File: config.mk
export PLATFORM = sky130hd
export DESIGN_NAME = bbp_source_arbiter
export DESIGN_NICKNAME = d
export VERILOG_FILES = /design/src/rtl/bbp_source_arbiter.sv
export SDC_FILE = /design/constraint.sdc
export NUM_CORES = 1
export LEC_CHECK = 0
export CORE_MARGIN = 2
export CORE_UTILIZATION = 30
export CTS_CLUSTER_DIAMETER = 120
export DETAILED_ROUTE_END_ITERATION = 10
export GPL_TIMING_DRIVEN = 0
export PLACE_DENSITY = 0.67
export SETUP_SLACK_MARGIN = 0.02
export SLEW_MARGIN = 30
export SYNTH_ARGS = -nofsm -noshare
export SYNTH_HDL_FRONTEND = slang
export SYNTH_SLANG_ARGS = --single-unit
File: constraint.sdc
create_clock -name clk_250m -period 2.5 [get_ports clk_250m]
set_input_delay 0.5 -clock clk_250m [delete_from_list [all_inputs] [get_ports clk_250m]]
set_output_delay 0.5 -clock clk_250m [all_outputs]
set_load 0.005 [all_outputs]
File: src/rtl/bbp_source_arbiter.sv
// Packet-granular two-source AXI-Stream arbiter for the transmit baseband datapath.
// S0 = PCIe H2C, S1 = 10G MAC RX; a watchdog closes packets whose owner stalls mid-packet.
module bbp_source_arbiter #(
  parameter int unsigned DATA_W  = 64,
  parameter int unsigned KEEP_W  = 8,
  parameter int unsigned TIMEOUT = 1024,
  parameter int unsigned CNT_W   = 16
) (
  input  logic              clk_250m,
  input  logic              reset_n,
  input  logic [DATA_W-1:0] s0_tdata,
  input  logic [KEEP_W-1:0] s0_tkeep,
  input  logic              s0_tvalid,
  input  logic              s0_tlast,
  output logic              s0_tready,
  input  logic [DATA_W-1:0] s1_tdata,
  input  logic [KEEP_W-1:0] s1_tkeep,
  input  logic              s1_tvalid,
  input  logic              s1_tlast,
  output logic              s1_tready,
  output logic [DATA_W-1:0] m_tdata,
  output logic [KEEP_W-1:0] m_tkeep,
  output logic              m_tvalid,
  output logic              m_tlast,
  input  logic              m_tready,
  input  logic [1:0]        cfg_en,
  input  logic              cfg_fixed_prio,
  output logic [1:0]        grant,
  output logic [CNT_W-1:0]  pkt_cnt0,
  output logic [CNT_W-1:0]  pkt_cnt1,
  output logic [CNT_W-1:0]  abort_cnt
);

  localparam int unsigned WD_W = $clog2(TIMEOUT);

  localparam logic [1:0] ST_IDLE  = 2'd0;
  localparam logic [1:0] ST_SEND  = 2'd1;
  localparam logic [1:0] ST_ABORT = 2'd2;

  logic [1:0]        state;
  logic [1:0]        state_nxt;
  logic [1:0]        grant_nxt;
  logic              rr_last;
  logic              rr_last_nxt;
  logic [WD_W-1:0]   wdog;
  logic [WD_W-1:0]   wdog_nxt;
  logic              inc_pkt0;
  logic              inc_pkt1;
  logic              inc_abort;
  logic [1:0]        req;
  logic              sel_valid;
  logic              sel_last;
  logic [DATA_W-1:0] sel_data;
  logic [KEEP_W-1:0] sel_keep;

  assign req       = cfg_en & {s1_tvalid, s0_tvalid};
  assign sel_valid = grant[1] ? s1_tvalid : s0_tvalid;
  assign sel_last  = grant[1] ? s1_tlast  : s0_tlast;
  assign sel_data  = grant[1] ? s1_tdata  : s0_tdata;
  assign sel_keep  = grant[1] ? s1_tkeep  : s0_tkeep;

  // State register
  always_ff @(posedge clk_250m or negedge reset_n) begin
    if (!reset_n) state <= ST_IDLE;
    else          state <= state_nxt;
  end

  // Next-state, arbitration, watchdog and datapath steering
  always_comb begin
    state_nxt   = state;
    grant_nxt   = grant;
    rr_last_nxt = rr_last;
    wdog_nxt    = wdog;
    inc_pkt0    = 1'b0;
    inc_pkt1    = 1'b0;
    inc_abort   = 1'b0;
    m_tvalid    = 1'b0;
    m_tlast     = 1'b0;
    m_tdata     = '0;
    m_tkeep     = '0;
    s0_tready   = 1'b0;
    s1_tready   = 1'b0;
    case (state)
      ST_IDLE: begin
        if (req != 2'b00) begin
          state_nxt = ST_SEND;
          wdog_nxt  = '0;
          // rr_last=1 means S1 owned last, so S0 wins the tie
          if (req == 2'b11) grant_nxt = (cfg_fixed_prio || rr_last) ? 2'b01 : 2'b10;
          else              grant_nxt = req;
        end
      end
      ST_SEND: begin
        m_tvalid  = sel_valid;
        m_tlast   = sel_last;
        m_tdata   = sel_data;
        m_tkeep   = sel_keep;
        s0_tready = grant[0] & m_tready;
        s1_tready = grant[1] & m_tready;
        if (sel_valid) begin
          wdog_nxt = '0;
          if (m_tready && sel_last) begin
            state_nxt   = ST_IDLE;
            grant_nxt   = 2'b00;
            rr_last_nxt = grant[1];
            inc_pkt0    = grant[0];
            inc_pkt1    = grant[1];
          end
        end else if (wdog == WD_W'(TIMEOUT - 1)) begin
          state_nxt = ST_ABORT;
        end else begin
          wdog_nxt = wdog + WD_W'(1);
        end
      end
      ST_ABORT: begin
        m_tvalid = 1'b1;
        m_tlast  = 1'b1;
        if (m_tready) begin
          state_nxt   = ST_IDLE;
          grant_nxt   = 2'b00;
          rr_last_nxt = grant[1];
          inc_abort   = 1'b1;
        end
      end
      default: begin
        state_nxt = ST_IDLE;
        grant_nxt = 2'b00;
      end
    endcase
  end

  // Grant, round-robin pointer, watchdog and saturating statistics
  always_ff @(posedge clk_250m or negedge reset_n) begin
    if (!reset_n) begin
      grant     <= 2'b00;
      rr_last   <= 1'b1;
      wdog      <= '0;
      pkt_cnt0  <= '0;
      pkt_cnt1  <= '0;
      abort_cnt <= '0;
    end else begin
      grant   <= grant_nxt;
      rr_last <= rr_last_nxt;
      wdog    <= wdog_nxt;
      if (inc_pkt0 && (pkt_cnt0 != '1))   pkt_cnt0  <= pkt_cnt0 + CNT_W'(1);
      if (inc_pkt1 && (pkt_cnt1 != '1))   pkt_cnt1  <= pkt_cnt1 + CNT_W'(1);
      if (inc_abort && (abort_cnt != '1)) abort_cnt <= abort_cnt + CNT_W'(1);
    end
  end

endmodule

Word-level counts from Yosys, hierarchy flattened
Index checks and enable logic that the tools add are counted.
Operators by class
  mux-type cells: 37
  equal/unequal tests: 14
  $add $sub $neg: 4
  reduce and logical (&&, ||, !) cells: 13
  bitwise logic cells: 3
Operators with widths (number)
  $mux W64: 2
  $add A16 B1 Y16 const B: 3
  $ne A16 B16 Y1 const B: 3
  $mux W10: 3
  $pmux W10 S2: 1
  $mux W2: 9
  $mux W8: 2
  $mux W1: 15
  $pmux W2 S3: 2
  $reduce_and A4 Y1: 3
  $add A10 B1 Y10 const B: 1
  $eq A10 B10 Y1 const B: 1
  $ne A3 B3 Y1 const B: 3
  $ne A2 B2 Y1 const B: 4
  $pmux W1 S2: 3
  $reduce_bool A2 Y1: 3
  $eq A2 B2 Y1 const B: 2
  $logic_and A1 B1 Y1: 4
  $reduce_and A3 Y1: 1
  $and A1 B1 Y1: 2
  $and A2 B2 Y2: 1
  $eq A2 B1 Y1 const B: 1
  $logic_not A2 Y1: 1
  $logic_or A1 B1 Y1: 1
Word-level totals
  output and inout bits: 126
  register bits: 63

Depth between registers and ports, before layout
Gate-level depths: netlist of run 1.
  word-level depth: 6
  mapped depth: 7
  gate-level depth less buffers: 6

Worst setup path after synthesis of run 1
No wires, ideal clock.
  path type: flip-flop to output port
  start point: reg state[1]
  end point: out m_tdata[0]
  setup slack: 0.622 ns
  data arrival time: 1.378 ns
  stages on the path, launching flop included: 7
  path buffers: 2
  cell sequence: dfrtp_1 inv_1 ha_1 inv_1 clkbuf_1 clkbuf_1 nor2_1
Between the ends
  longest elaborated chain between the ends: 2
RTL lines
  start: declaration: RTL line 40  | logic [1:0] state;
  start signal: assignment: RTL line 65  | else state <= state_nxt;
  $eq A2 B1 Y1: RTL line 83  | case (state)
  $mux W64: RTL line 83
  end: declaration: RTL line 21  | output logic [DATA_W-1:0] m_tdata,
No other way between the ends.

Worst setup path in the final report of run 1
  start point: reg grant[1]
  end point: out m_tvalid
Between the ends
  longest elaborated chain between the ends: 2
RTL lines
  start: declaration: RTL line 28  | output logic [1:0] grant,
  start signal: assignment: RTL line 142  | grant <= grant_nxt;
  $mux W1: RTL line 57  | assign sel_valid = grant[1] ? s1_tvalid : s0_tvalid;
  $pmux W1 S2: RTL line 83
  end: declaration: RTL line 23  | output logic m_tvalid,
No other way between the ends.

==> flow_metrics.py, run 1 <==
metrics = {
    "synth": {
        "synth_compound_area_frac": 0.0795,
        "synth_top_cells_by_count": "nor2_1, mux2i_1, dfrtp_1",
        "synth_nets": 655,
        "synth_xor_area_frac": 0.0756,
        "syn_area_mm2": 0.00452,
        "synth_top_family_by_area": "simple AND/OR/NAND/NOR gates",
        "ys_warn_count": 0,
        "synth-edff-count": 0,
        "syn_avg_cell_area_um2": 9.14,
        "yosys.area_share.adder": 0.0194,
        "yosys.area.top_type_share": 0.344,
        "synth.distinct_cells": 61,
        "synth-simple-area-share": 0.254,
        "yosys.area.top_type": "dfrtp_1",
        "synth_ff_type": "dfrtp_1",
        "synth.most_common_cell": "nor2_1",
        "synth-seq-cells": 63,
        "synth_async_sr_flop_share": 1.00,
        "seq_area_frac_synth": 0.349,
        "synthMuxAreaShare": 0.192,
        "synthTopCellsByArea": "dfrtp_1, mux2i_1, nor2_1",
        "syn_inst": 494,
    },
    "drt": {
        "route.met2.wl_um": 9540,
        "m1WireLength_um": 7310,
        "vias": 4956,
        "dr.pass1.iters": 5,
        "drc": 0,
        "wirelength_um": 18400,
        "routed.top_layer": "met4",
        "ant_nets": 0,
        "route.met3.wl_um": 1300,
        "vias_per_cell": 5.06,
        "drtIter0Drc": 195,
        "routedWlPerCell_um": 18.8,
    },
    "sta": {
        "slew_viol_final": 0,
        "slew_headroom": 0.561,
        "fin_ws_ns": 0.0739,
        "setup-violations-final": 0,
        "finalCritPeriodShare": 0.970,
        "fmax_ghz": 0.412,
        "fin_skew_ns": 0.00376,
        "min_period_ns": 2.43,
        "finalHoldViolations": 0,
        "grt_setup_unrepaired": "no",
        "hold_ws_ns": 0.0358,
        "worstMarginPinSlew_ns": 0.655,
    },
    "setup_path": {
        "critPathLaunch": "grant[1]",
        "crit_path_end": "m_tvalid",
        "worstRegToRegCells": 7,
        "worstPathArrival_ns": 1.93,
        "ff2ff_setup_slack_ns": 0.34,
        "r2r-start": "state[1]",
        "worstPathRequired_ns": 2.00,
        "cp-end-kind": "output pin",
        "worst_setup_path_start_kind": "register",
        "crit_fanout": 8,
        "path_class": "register to output pin",
        "reg2reg_to": "pkt_cnt0[14]",
    },
    "grt": {
        "track_usage": 0.231,
        "grt_pass1_wl_um": 28800,
        "gr-total-overflow": 0,
        "antenna_found_initial": 0,
        "grt_start_max_net_pins": 45,
        "grt_pass1_vias": 5251,
    },
    "die": {
        "rows": 44,
        "die_h_um": 127,
        "core_mm2": 0.0146,
        "start_util": 0.308,
        "dieArea_mm2": 0.0160,
        "die_w_um": 127,
        "pin_count": 280,
    },
    "clock_tree": {
        "clockRootBuffer": "clkbuf_16",
        "cts_tree": "built",
        "ctsHoldBuffers": 0,
        "clock_latency_ns": 0.34,
        "cts_buffer_depth": 2,
        "htree_levels": 3,
        "cts_sinks": 63,
        "cts_buffers": 9,
        "path_clk_slew_ns": 0.05,
    },
    "power_and_ir_drop": {
        "leakagePower_nw": 3.61,
        "finalPower_mw": 5.43,
        "p_per_area_mw_per_mm2": 676,
        "irDropWorstVdd_mv": 0.468,
    },
    "place": {
        "port_buffers": 279,
        "placed_cell_area_mm2": 0.00756,
        "post-place-ws_ns": -0.289,
        "gp_congestion": 0.879,
        "hpwl_um": 14700,
    },
    "worst_hold_path": {
        "hold_path_class": "primary input to asynchronous set/reset pin",
    },
    "run_status": {
        "outcome": "completed",
    },
    "layout": {
        "final_area_mm2": 0.00804,
        "utilization": 0.549,
        "area_delta_synth_final_pct": 78.1,
        "drive_gt1_frac": 0.113,
        "fin_nets": 952,
        "diodes": 0,
    },
    "run": {
        "cap_viol_max_count": 0,
    },
}
[where the power goes]
group | internal [mW] | switching, mW | leakage [nW]
sequential | 1.09 | 0.0714 | 0.848
combinational | 1.59 | 1.41 | 2.61
clock | 0.814 | 0.453 | 0.151
total | 3.50 | 1.93 | 3.61
[layout by cell type (no fill, tap or decap), types with 6 or more instances in the layout]
master / n
a21oi_1: 11
and3_1: 9
buf_4: 9
buf_6: 6
clkbuf_16: 9
clkbuf_8: 6
clkdlybuf4s50_1: 205
dfrtp_1: 62
dlygate4sd2_1: 70
ha_1: 6
inv_1: 9
mux2_2: 8
mux2i_1: 68
nand2_1: 28
nand3_1: 14
nand4_1: 19
nor2_1: 77
nor2_2: 8
nor3_1: 20
nor4_1: 9
or2_2: 6
xnor2_1: 7
xor2_1: 32
[registers in the layout, summed over array words and instances, names as in the netlist]
signal,count
pkt_cnt0,16
wdog,10
grant,2
pkt_cnt1,16
rr_last,1
state,2
abort_cnt,16
[final cells by class]
type,instances,area [um2]
Fill cell,1367,6600
Clock inverter,4,45.0
Multi-Input combinational cell,400,2900
Tap cell,184,230
Inverter,11,45.0
Clock buffer,11,253
Buffer,19,194
Sequential cell,63,1580
Timing Repair Buffer,287,2800
[critical path: stages (launching register included)]
cell             delay (ns)
dfrtp_1                0.40
buf_6                  0.14
mux2_4                 0.33
a21oi_4                0.18
nor2b_1                0.06
clkdlybuf4s50_1        0.47
[how the worst min path moves through the flow]
| stage | start | end | slack [ns] | cells after the start |
|---|---|---|---|---|
| after floorplan | reset_n | abort_cnt[0] | 0.20 | 0 |
| final | reset_n | abort_cnt[3] | 0.04 | 1 |
| after global routing | reset_n | abort_cnt[3] | 0.06 | 1 |
| after detailed placement | reset_n | abort_cnt[3] | 0.40 | 1 |
| after CTS | reset_n | abort_cnt[4] | 0.04 | 1 |
| after global placement | rr_last | rr_last | 0.48 | 2 |
[logic make-up (layout without fill, tap and decap cells)]
kind of cell,Yosys count,count (layout)
compound gates,50,50
xor+xnor,39,39
fa+ha+maj,7,7
buf+inv,31,332
flops,63,63
mux,85,85
simple gates,219,219
[repair_timing]
action,4_1_cts,5_1_grt
gates resized for setup,128,6
pin swaps,1,1
buffers inserted,5,2
endpoints found under the setup margin,75,7
[metal layers]
metal,GRT usage,vias to the layer above
li1,-,2375
met1,0.267,2389
met2,0.417,175
met3,0.0637,17
met4,0.0685,0
met5,0,-
[through the flow]
step	TNS (ns)	cells
floorplan	0	494
global placement	-85.66	957
detailed placement	-17.82	958
CTS	-0.0785	977
global route	0	979
finish	0	979
Power figures use the tool's default switching activity.
==> run 2: changes to the inputs <==
Settings changed: PLACE_DENSITY 0.67 to default, PLACE_DENSITY_LB_ADDON from default to 0.3.
==> flow_metrics.py, run 2 (synthesized netlist as in run 1, its figures left out) <==
metrics = {
    "place": {
        "port_buffers": 279,
        "gp_congestion": 0.900,
        "hpwl_um": 13700,
        "dpl.cell_count": 958,
    },
    "sta": {
        "slew_viol_final": 0,
        "hold_ws_ns": 0.0948,
        "finalHoldViolations": 0,
        "slew_headroom": 0.557,
        "setup-violations-final": 0,
        "finalCritPeriodShare": 0.968,
        "fin_skew_ns": 0.00479,
        "min_period_ns": 2.42,
        "grt_setup_unrepaired": "yes",
        "fmax_ghz": 0.413,
        "worstMarginPinSlew_ns": 0.662,
    },
    "clock_tree": {
        "ctsHoldBuffers": 0,
        "htree_levels": 3,
        "cts_tree": "built",
        "cts_buffers": 9,
        "clock_latency_ns": 0.33,
        "cts_buffer_depth": 2,
        "clockRootBuffer": "clkbuf_16",
        "path_clk_slew_ns": 0.05,
        "cts_sinks": 63,
    },
    "drt": {
        "drc": 0,
        "wirelength_um": 17200,
        "vias_per_cell": 5.04,
        "routedWlPerCell_um": 17.5,
        "vias": 4936,
        "dr.pass1.iters": 4,
        "drtIter0Drc": 263,
        "ant_nets": 0,
    },
    "die": {
        "die_w_um": 127,
        "die_h_um": 127,
        "pin_count": 280,
        "dieArea_mm2": 0.0160,
        "rows": 44,
        "core_mm2": 0.0146,
        "start_util": 0.308,
    },
    "layout": {
        "fin_nets": 950,
        "layout.cells.non_filler": 979,
        "final_common_cell": "clkdlybuf4s50_1",
        "area_delta_synth_final_pct": 77.2,
        "drive_gt1_frac": 0.106,
        "utilization": 0.546,
        "top_regs": "abort_cnt: 16 flops, pkt_cnt0: 16 flops, pkt_cnt1: 16 flops",
        "layout_common_cells": "clkdlybuf4s50_1, nor2_1, mux2i_1",
    },
    "run_status": {
        "outcome": "completed",
    },
    "power_and_ir_drop": {
        "clockPowerShare": 0.244,
        "pwr-share-seq": 0.214,
        "swShare": 0.346,
        "p_int_mw": 3.56,
        "p_comb_frac": 0.542,
        "irDropWorstVdd_mv": 0.342,
        "p_per_area_mw_per_mm2": 679,
        "p_sw_mw": 1.88,
        "leakagePower_nw": 3.62,
    },
    "grt": {
        "globalRouteMet2Util": 0.369,
        "grt_pass1_vias": 5090,
        "track_usage": 0.209,
        "grt_busiest_layer": "met2",
        "gr-total-overflow": 0,
        "grt_use_met3": 0.0869,
        "antenna_found_initial": 1,
        "grt_pass1_wl_um": 26500,
        "grt_start_max_net_pins": 34,
        "met1_usage": 0.228,
    },
    "setup_path": {
        "worstPathArrival_ns": 1.92,
        "worstRegToRegCells": 8,
        "crit_fanout": 7,
        "worstPathRequired_ns": 2.00,
        "worst_setup_path_start_kind": "register",
        "cp-end-kind": "output pin",
        "path_class": "register to output pin",
    },
    "worst_hold_path": {
        "hold_path_class": "primary input to asynchronous set/reset pin",
    },
    "run": {
        "cap_viol_max_count": 0,
    },
}
[run 2: worst paths after layout]
path,start,to,slack (ns)
min in group clk_250m,rr_last,rr_last,0.48
worst min-delay path,reset_n,abort_cnt[15],0.09
max in group asynchronous,reset_n,rr_last,1.82
worst min register to register,rr_last,rr_last,0.48
worst max register to register,state[1],grant[0],0.42
worst max-delay path,state[1],s1_tready,0.08
[run 2: through the flow]
stage	cell area, um2	setup TNS [ns]	total power, mW	setup WS [ns]
final	8000	0	5.44	0.0800
after global routing	8000	0	5.78	0.00695
after CTS	7960	0	5.47	0.0312
after detailed placement	7560	-25.38	4.13	-0.517
after global placement	7540	-89.71	4.11	-1.07
after floorplan	4520	0	2.50	0.622
[run 2: layer usage]
layer / up-vias / share of wire / routed length [um]
met5: - / 0 / 0
met4: 0 / 0.023 / 396
met3: 28 / 0.094 / 1610
met2: 206 / 0.51 / 8740
met1: 2324 / 0.37 / 6400
li1: 2378 / - / -
[run 2: power by group through the flow]
stage	sequential [mW]	combinational, mW	clock [mW]
finish	1.16	2.94	1.33
global route	1.18	3.20	1.40
CTS	1.17	2.95	1.36
detailed placement	1.18	2.95	0
global placement	1.18	2.93	0
floorplan	1.17	1.33	0
[run 2: repair_timing]
item / in CTS / in global routing
pin swaps: 1 / 0
gates cloned: 0 / 0
endpoints found under the setup margin: 74 / 12
gates resized for setup: 114 / 16
setup buffers: 5 / 0
[run 2: cell type report]
| cell class | instances | area, um2 |
|---|---|---|
| antenna | 2 | 5.00 |
| buffer | 19 | 198 |
| clock buffer | 11 | 243 |
| clock inverter | 4 | 70.1 |
| fill | 1332 | 6640 |
| inverter | 11 | 45.0 |
| multi-input combinational | 400 | 2850 |
| sequential | 63 | 1580 |
| tap | 184 | 230 |
| timing repair buffer | 285 | 2780 |
[run 2: worst max-delay path: stages, from the launching register on]
cell,delay (ns)
dfrtp_1,0.39
inv_2,0.10
ha_4,0.16
buf_4,0.16
and3_1,0.25
clkdlybuf4s50_1,0.54
==> run 3: changes to the inputs <==
Settings changed: ABC_CLOCK_PERIOD_IN_PS from default to 2500.
==> results of run 3 <==
Final layout, timing and power as in run 2 (identical DEF).
